### src/rtl/life_cell_serial_pkg.sv
// Shared widths, scalar types and FSM encoding for the serial Game of Life cell.
package life_pkg;

  localparam int TICK_W      = 3;
  localparam int N_NEIGHBORS = 8;
  localparam int COUNT_W     = 4;

  typedef logic [TICK_W-1:0]  tick_t;
  typedef logic [COUNT_W-1:0] count_t;

  typedef enum logic [0:0] {
    S_WAIT_SYNC = 1'b0,
    S_ACCUM     = 1'b1
  } cell_fsm_t;

endpackage

### src/rtl/life_cell_serial_if.sv
// Timer-side inputs and cell outputs of one life cell; master drives, slave is the cell.
interface life_cell_if;
  import life_pkg::*;

  // No valid/ready pair: ena acts as the qualifier, and tick_in/neighbors/load
  // are consumed on every rising edge where ena=1 (load is honoured regardless).
  logic                   ena;
  tick_t                  tick_in;
  logic [N_NEIGHBORS-1:0] neighbors;
  logic                   load;
  logic                   load_value;
  logic                   alive;
  count_t                 count_out;
  logic                   gen_done;
  logic                   sync_err;
  cell_fsm_t              state_dbg;
`ifdef LIFE_CELL_HISTORY_EN
  logic                   prev_alive;
  logic                   stable;
`endif

  modport master (
    output ena, tick_in, neighbors, load, load_value,
    input  alive, count_out, gen_done, sync_err, state_dbg
`ifdef LIFE_CELL_HISTORY_EN
    , input prev_alive, stable
`endif
  );

  modport slave (
    input  ena, tick_in, neighbors, load, load_value,
    output alive, count_out, gen_done, sync_err, state_dbg
`ifdef LIFE_CELL_HISTORY_EN
    , output prev_alive, stable
`endif
  );

endinterface

### src/rtl/life_cell_serial_rule.sv
// Birth/survival rule: pure function of the current state and the neighbour count.
module life_rule
  import life_pkg::*;
#(
  parameter count_t BIRTH_COUNT = 4'd3,
  parameter count_t SURVIVE_MIN = 4'd2,
  parameter count_t SURVIVE_MAX = 4'd3
) (
  input  logic   alive_i,
  input  count_t count_i,
  output logic   next_alive_o
);

  always_comb begin
    next_alive_o = 1'b0;
    if (alive_i) next_alive_o = (count_i >= SURVIVE_MIN) && (count_i <= SURVIVE_MAX);
    else         next_alive_o = (count_i == BIRTH_COUNT);
  end

endmodule

### src/rtl/life_cell_serial.sv
// Serial Game of Life cell: counts one neighbour per timer tick, applies the rule at tick 7.
// Define LIFE_CELL_HISTORY_EN to add the prev_alive/stable history outputs.
module life_cell_serial
  import life_pkg::*;
#(
  parameter logic   INIT_ALIVE  = 1'b0,
  parameter count_t BIRTH_COUNT = 4'd3,
  parameter count_t SURVIVE_MIN = 4'd2,
  parameter count_t SURVIVE_MAX = 4'd3
) (
  input logic        clk,
  input logic        rst,
  life_cell_if.slave bus
);

  cell_fsm_t state_q;
  count_t    acc_q;
  tick_t     tick_exp_q;
  logic      alive_q;
  count_t    count_q;
  logic      gen_done_q;
  logic      sync_err_q;
`ifdef LIFE_CELL_HISTORY_EN
  logic      prev_alive_q;
  logic      stable_q;
`endif

  logic   nb_bit;
  count_t final_count;
  logic   rule_alive;
  logic   alive_d;

  assign nb_bit      = bus.neighbors[bus.tick_in];
  assign final_count = acc_q + {{(COUNT_W-1){1'b0}}, bus.neighbors[N_NEIGHBORS-1]};
  // A same-cycle load wins over the rule result.
  assign alive_d     = bus.load ? bus.load_value : rule_alive;

  life_rule #(
    .BIRTH_COUNT (BIRTH_COUNT),
    .SURVIVE_MIN (SURVIVE_MIN),
    .SURVIVE_MAX (SURVIVE_MAX)
  ) u_rule (
    .alive_i      (alive_q),
    .count_i      (final_count),
    .next_alive_o (rule_alive)
  );

  always_ff @(posedge clk or negedge rst) begin
    if (!rst) begin
      state_q      <= S_WAIT_SYNC;
      acc_q        <= '0;
      tick_exp_q   <= '0;
      alive_q      <= INIT_ALIVE;
      count_q      <= '0;
      gen_done_q   <= 1'b0;
      sync_err_q   <= 1'b0;
`ifdef LIFE_CELL_HISTORY_EN
      prev_alive_q <= INIT_ALIVE;
      stable_q     <= 1'b0;
`endif
    end else begin
      gen_done_q <= 1'b0;
      case (state_q)
        S_WAIT_SYNC: begin
          acc_q      <= '0;
          tick_exp_q <= '0;
          if (bus.ena && (bus.tick_in == 3'd0)) begin
            acc_q      <= {{(COUNT_W-1){1'b0}}, bus.neighbors[0]};
            tick_exp_q <= 3'd1;
            state_q    <= S_ACCUM;
          end
        end
        S_ACCUM: begin
          if (!bus.ena) begin
            acc_q      <= '0;
            tick_exp_q <= '0;
            state_q    <= S_WAIT_SYNC;
          end else if (bus.tick_in != tick_exp_q) begin
            // Resync only from the next tick 0, never in this cycle.
            sync_err_q <= 1'b1;
            acc_q      <= '0;
            tick_exp_q <= '0;
            state_q    <= S_WAIT_SYNC;
          end else if (bus.tick_in == 3'd7) begin
            count_q      <= final_count;
            alive_q      <= rule_alive;
            gen_done_q   <= 1'b1;
            acc_q        <= '0;
            tick_exp_q   <= '0;
`ifdef LIFE_CELL_HISTORY_EN
            prev_alive_q <= alive_q;
            stable_q     <= (alive_d == prev_alive_q);
`endif
          end else begin
            acc_q      <= acc_q + {{(COUNT_W-1){1'b0}}, nb_bit};
            tick_exp_q <= tick_exp_q + 3'd1;
          end
        end
        default: begin
          acc_q      <= '0;
          tick_exp_q <= '0;
          state_q    <= S_WAIT_SYNC;
        end
      endcase
      if (bus.load) alive_q <= bus.load_value;
    end
  end

  assign bus.alive     = alive_q;
  assign bus.count_out = count_q;
  assign bus.gen_done  = gen_done_q;
  assign bus.sync_err  = sync_err_q;
  assign bus.state_dbg = state_q;
`ifdef LIFE_CELL_HISTORY_EN
  assign bus.prev_alive = prev_alive_q;
  assign bus.stable     = stable_q;
`endif

endmodule

### src/flat_wrapper.sv
// flat-port wrapper written by rule: the top's interface ports become plain ports
module life_cell_serial_flat import life_pkg::*;
#(
  parameter logic   INIT_ALIVE  = 1'b0,
  parameter count_t BIRTH_COUNT = 4'd3,
  parameter count_t SURVIVE_MIN = 4'd2,
  parameter count_t SURVIVE_MAX = 4'd3
)
  (clk, rst, bus_ena, bus_tick_in, bus_neighbors, bus_load, bus_load_value, bus_alive, bus_count_out, bus_gen_done, bus_sync_err, bus_state_dbg);
  life_cell_if bus_i ();
  input logic clk;
  input logic rst;
  input wire logic [$bits(bus_i.ena)-1:0] bus_ena;
  input wire logic [$bits(bus_i.tick_in)-1:0] bus_tick_in;
  input wire logic [$bits(bus_i.neighbors)-1:0] bus_neighbors;
  input wire logic [$bits(bus_i.load)-1:0] bus_load;
  input wire logic [$bits(bus_i.load_value)-1:0] bus_load_value;
  output wire logic [$bits(bus_i.alive)-1:0] bus_alive;
  output wire logic [$bits(bus_i.count_out)-1:0] bus_count_out;
  output wire logic [$bits(bus_i.gen_done)-1:0] bus_gen_done;
  output wire logic [$bits(bus_i.sync_err)-1:0] bus_sync_err;
  output wire logic [$bits(bus_i.state_dbg)-1:0] bus_state_dbg;
  assign bus_i.ena = bus_ena;
  assign bus_i.tick_in = bus_tick_in;
  assign bus_i.neighbors = bus_neighbors;
  assign bus_i.load = bus_load;
  assign bus_i.load_value = bus_load_value;
  assign bus_alive = bus_i.alive;
  assign bus_count_out = bus_i.count_out;
  assign bus_gen_done = bus_i.gen_done;
  assign bus_sync_err = bus_i.sync_err;
  assign bus_state_dbg = bus_i.state_dbg;
  life_cell_serial #(.INIT_ALIVE(INIT_ALIVE), .BIRTH_COUNT(BIRTH_COUNT), .SURVIVE_MIN(SURVIVE_MIN), .SURVIVE_MAX(SURVIVE_MAX)) u_core (.clk(clk), .rst(rst), .bus(bus_i));
endmodule
### config.mk
export PLATFORM = sky130hd
export DESIGN_NAME = life_cell_serial_flat
export DESIGN_NICKNAME = d
export VERILOG_FILES = /design/src/rtl/life_cell_serial_pkg.sv /design/src/rtl/life_cell_serial_if.sv /design/src/rtl/life_cell_serial_rule.sv /design/src/rtl/life_cell_serial.sv /design/src/flat_wrapper.sv
export SDC_FILE = /design/constraint.sdc
export NUM_CORES = 1
export LEC_CHECK = 0
export ABC_CLOCK_PERIOD_IN_PS = 4400
export BUFFER_PORTS_ARGS = -buffer_cell sky130_fd_sc_hd__buf_2
export CORE_MARGIN = 1
export CORE_UTILIZATION = 35
export CTS_CLUSTER_DIAMETER = 120
export DETAILED_ROUTE_END_ITERATION = 8
export PLACE_DENSITY_LB_ADDON = 0.05
export SKIP_LAST_GASP = 1
export SYNTH_ARGS = -nofsm -noshare
export SYNTH_HDL_FRONTEND = slang
export SYNTH_SLANG_ARGS = --single-unit
### constraint.sdc
create_clock -name clk -period 4.4 [get_ports clk]
set_input_delay 0.22 -clock clk [delete_from_list [all_inputs] [get_ports clk]]
set_output_delay 0.22 -clock clk [all_outputs]
set_load 0.02 [all_outputs]
==> summary.md <==
| Metric | Value |
|---|---|
| Yosys warns | 0 |
| CTS tree | done |
| Sequential area share after synthesis | 45.11% |
| CTS Root Cell | clkbuf_4 |
| P_sw | 0.06670 mW |
| Final Hold Viols | 0 |
| Synth Area in Simple Gates | 15.04% |
| DRC errors left | 0 |
| Yosys cell types | 27 |
| H-tree Lvls | 1 |
| Critical path launch point type | input pin |
| Detailed Route Iter0 Violations | 4 |
| Crit-path max cell delay | 0.51 ns |
| Setup TNS | 0 ns |
| IO Port Bufs | 23 |
| Outcome | complete, no violations |
| 1st-pass router iterations | 3 |
| Critical path's top delay family | multiplexers |
| Drt via density | 4.909 |
| Worst skew pair latency | 0.28 ns |
| Sw Ratio | 25.57% |
| Asr flop ratio synth | 100.0% |
| Synth area leaders | dfrtp_1 (45%), ha_1 (7.5%), xnor2_2 (5.9%) |
| Worst slack, placed | 2.470 ns |
| FMAX | 613.1 MHz |
| Core outline area | 2233 µm² |
| Final WL | 1543 µm |
| Area of the multi-input gates | 449.2 µm² |
| Final Power | 0.2608 mW |
| Synth cell count leaders | dfrtp_1 (15), ha_1 (5), mux2_1 (4), nand2_1 (4) |
| CP Depth | 7 |
| Hold Worst Slack | 0.1941 ns |
| Most used cell along the critical path | ha_1 |
| Congestion Overflow GR | 0 |
| Slowest CP cell | mux4_2 |
| Clock transition at path regs | 0.09 ns |
| Antenna cells | 0 |
| Initial Util | 37.25% |
| Post-Synthesis Cell Area | 832.0 µm² |
| Width of the die | 50.76 µm |
| Largest net degree at the start of global routing | 16 |
| Rows | 17 |
| Register area | 375.4 µm² |
| Final Cycle Share | 37.07% |
| GP Congestion | 0.7343 |
| Worst-path maximum fanout | 5 |
| Crit path kind | input pin to flop |
| Crit. End Element | flop |
| Die area | 2576 µm² |
| Top cell type by total area after synthesis | dfrtp_1 |
| Post-route cell area | 1015 µm² |
| Most frequent cell after synthesis | dfrtp_1 |
| Final Skew | 0.003806 ns |
| Pwr dens | 257.1 nW/µm² |
| Number of synthesized flops with an enable pin | 0 |
| Final setup viols | 0 |
| Hold Path Stages | 3 |
| Mux cell area share after synthesis | 13.53% |
| CTS Buf Count | 3 |
| Final min period | 1.631 ns |
| Final std cells w/o fill | 121 |
| Max_cap viols | 0 |
| CP Data Required Time | 4.58 ns |
| Largest family of logic cells by synthesized area | simple AND/OR/NAND/NOR gates |
| Worst Tran Pin Value | 0.3465 ns |
| P&R area growth vs syn | 21.95% |
| CTS resizes | 0 |
| Post-DRT Antenna Nets | 0 |
| Layout Nets | 115 |
| Longest Clk Path Bufs | 2 |
| Setup Fix Bufs, Post-CTS | 0 |
| Synth Area in XOR/XNOR | 12.18% |
| Post-synth top flop | dfrtp_1 |
| Adder-Cell Fraction of Synth Area | 7.519% |
| Combinational Power Share | 14.0% |
| Overall routing resource usage | 15.55% |
| Buf/Inv on CP | 1 |
| Die height | 50.76 µm |
| R2R depth | 5 |
| IR drop worst, VDD | 0.0001455 V |
| Post-synthesis compound-gate area fraction | 5.714% |
| Synthesized area per cell | 12.61 µm² |
| Global-route wire length before repair | 2856 µm |
| Clock power frac | 30.9% |
| Sequential power share | 55.1% |
| Ports | 24 |
| Cells after Synth | 66 |
| Max-slew headroom | 76.90% |
| RSZ-0062 raised after global routing | no |
| Dpl cell area | 978.4 µm² |
| WL per Instance | 12.75 µm |
| DP Cell Count | 116 |
| Fin util | 45.43% |
| Via count | 594 |
| Fraction of layout cells with a size suffix above 1 | 37.63% |
| P_int | 0.1941 mW |
| Final WS setup | 2.769 ns |
| Critical path, cell by cell | buf_2 > mux4_2 > mux2_2 > ha_1 > ha_1 > xnor2_1 > nor2_1 |
| Yosys top cell area share | 45.11% |
| R2R setup slack | 2.87 ns |
| Worst min path class | input pin to flop |
| Max-slew violation count | 0 |
| Worst EP arrival | 1.81 ns |
| Final-layout fill cell count | 230 |
| Initial antenna violation count | 0 |
| CTS sink cnt | 15 |
| Mapped Nets | 87 |
| Synthesized flop and latch total | 15 |
| Vias in the first global route | 611 |
| Lkg Pwr | 0.5158 nW |
-- state kept, by name, summed over array words and instances (netlist names) --
register and cells:
u_core.bus.count_out 4, u_core.bus.alive 1, u_core.bus.sync_err 1, u_core.bus.gen_done 1, u_core.tick_exp_q 3, u_core.bus.state_dbg 1, u_core.acc_q 4
-- routing by layer --
metal / GRT usage, % / share of wire [%] / up-vias
met5: 0 / 0 / -
met3: 2.727 / 4.7 / 4
li1: - / - / 294
met1: 21.85 / 50 / 276
met2: 22.44 / 43 / 20
met4: 8.333 / 1.9 / 0
-- power groups by stage --
stage / logic (mW) / clock network, mW / registers [mW]
global placement: 0.0364 / 0 / 0.146
global route: 0.0411 / 0.0885 / 0.144
detailed placement: 0.0367 / 0 / 0.146
CTS: 0.0376 / 0.0859 / 0.144
finish: 0.0366 / 0.0805 / 0.144
floorplan: 0.0147 / 0 / 0.150
-- layout by cell type, fill, tap and decap left out --
master,count
mux2_1,4
nand2b_1,1
or2_1,1
mux2_2,2
o31ai_1,1
inv_1,1
buf_2,23
nand2_1,4
dlygate4sd3_1,1
nor2_1,3
nor2_4,1
clkbuf_4,3
dfrtp_1,15
xnor2_1,3
ha_1,5
or3_1,1
nand3_1,3
o211ai_1,1
a31oi_1,2
nand4b_4,1
nor4_1,1
and2_1,2
o21ai_1,2
a32o_1,1
xor2_1,3
nor3_1,1
xnor2_2,3
nor2b_1,1
clkbuf_1,1
mux4_2,2
-- path summary, 6_finish.rpt --
kind / start / end
setup / recovery: bus_tick_in[0] / u_core.acc_q[2]
min in group asynchronous: rst / u_core.acc_q[3]
setup reg to reg: u_core.acc_q[0] / u_core.bus.alive
max in group asynchronous: rst / u_core.acc_q[1]
hold reg to reg: u_core.bus.sync_err / u_core.bus.sync_err
hold / removal: bus_ena / u_core.bus.state_dbg
-- worst reg2reg max path, stage by stage, from the launching register on --
cell	delay [ns]
dfrtp_1	0.40
ha_1	0.23
ha_1	0.31
o211ai_1	0.08
or3_1	0.31
o21ai_1	0.13
-- final cells by class --
cell class	count	area share (%)
clock buffer	4	2.589
inverter	1	0.3699
multi-input combinational	49	44.27
sequential	15	36.99
tap	28	3.453
timing repair buffer	24	12.33
-- repair_timing --
item,in CTS,in global routing
hold endpoints to repair,15,0
endpoints found under the setup margin,0,0
hold buffers,1,0
-- kinds of logic after synthesis --
family / count (synthesis)
AO/OA/AOI/OAI: 7
AND/OR/NAND/NOR: 20
buffers and inverters: 2
multiplexers: 8
XOR/XNOR: 9
adder cells (fa/ha/maj): 5
flip-flops: 15
(Power assumes the default switching activity.)
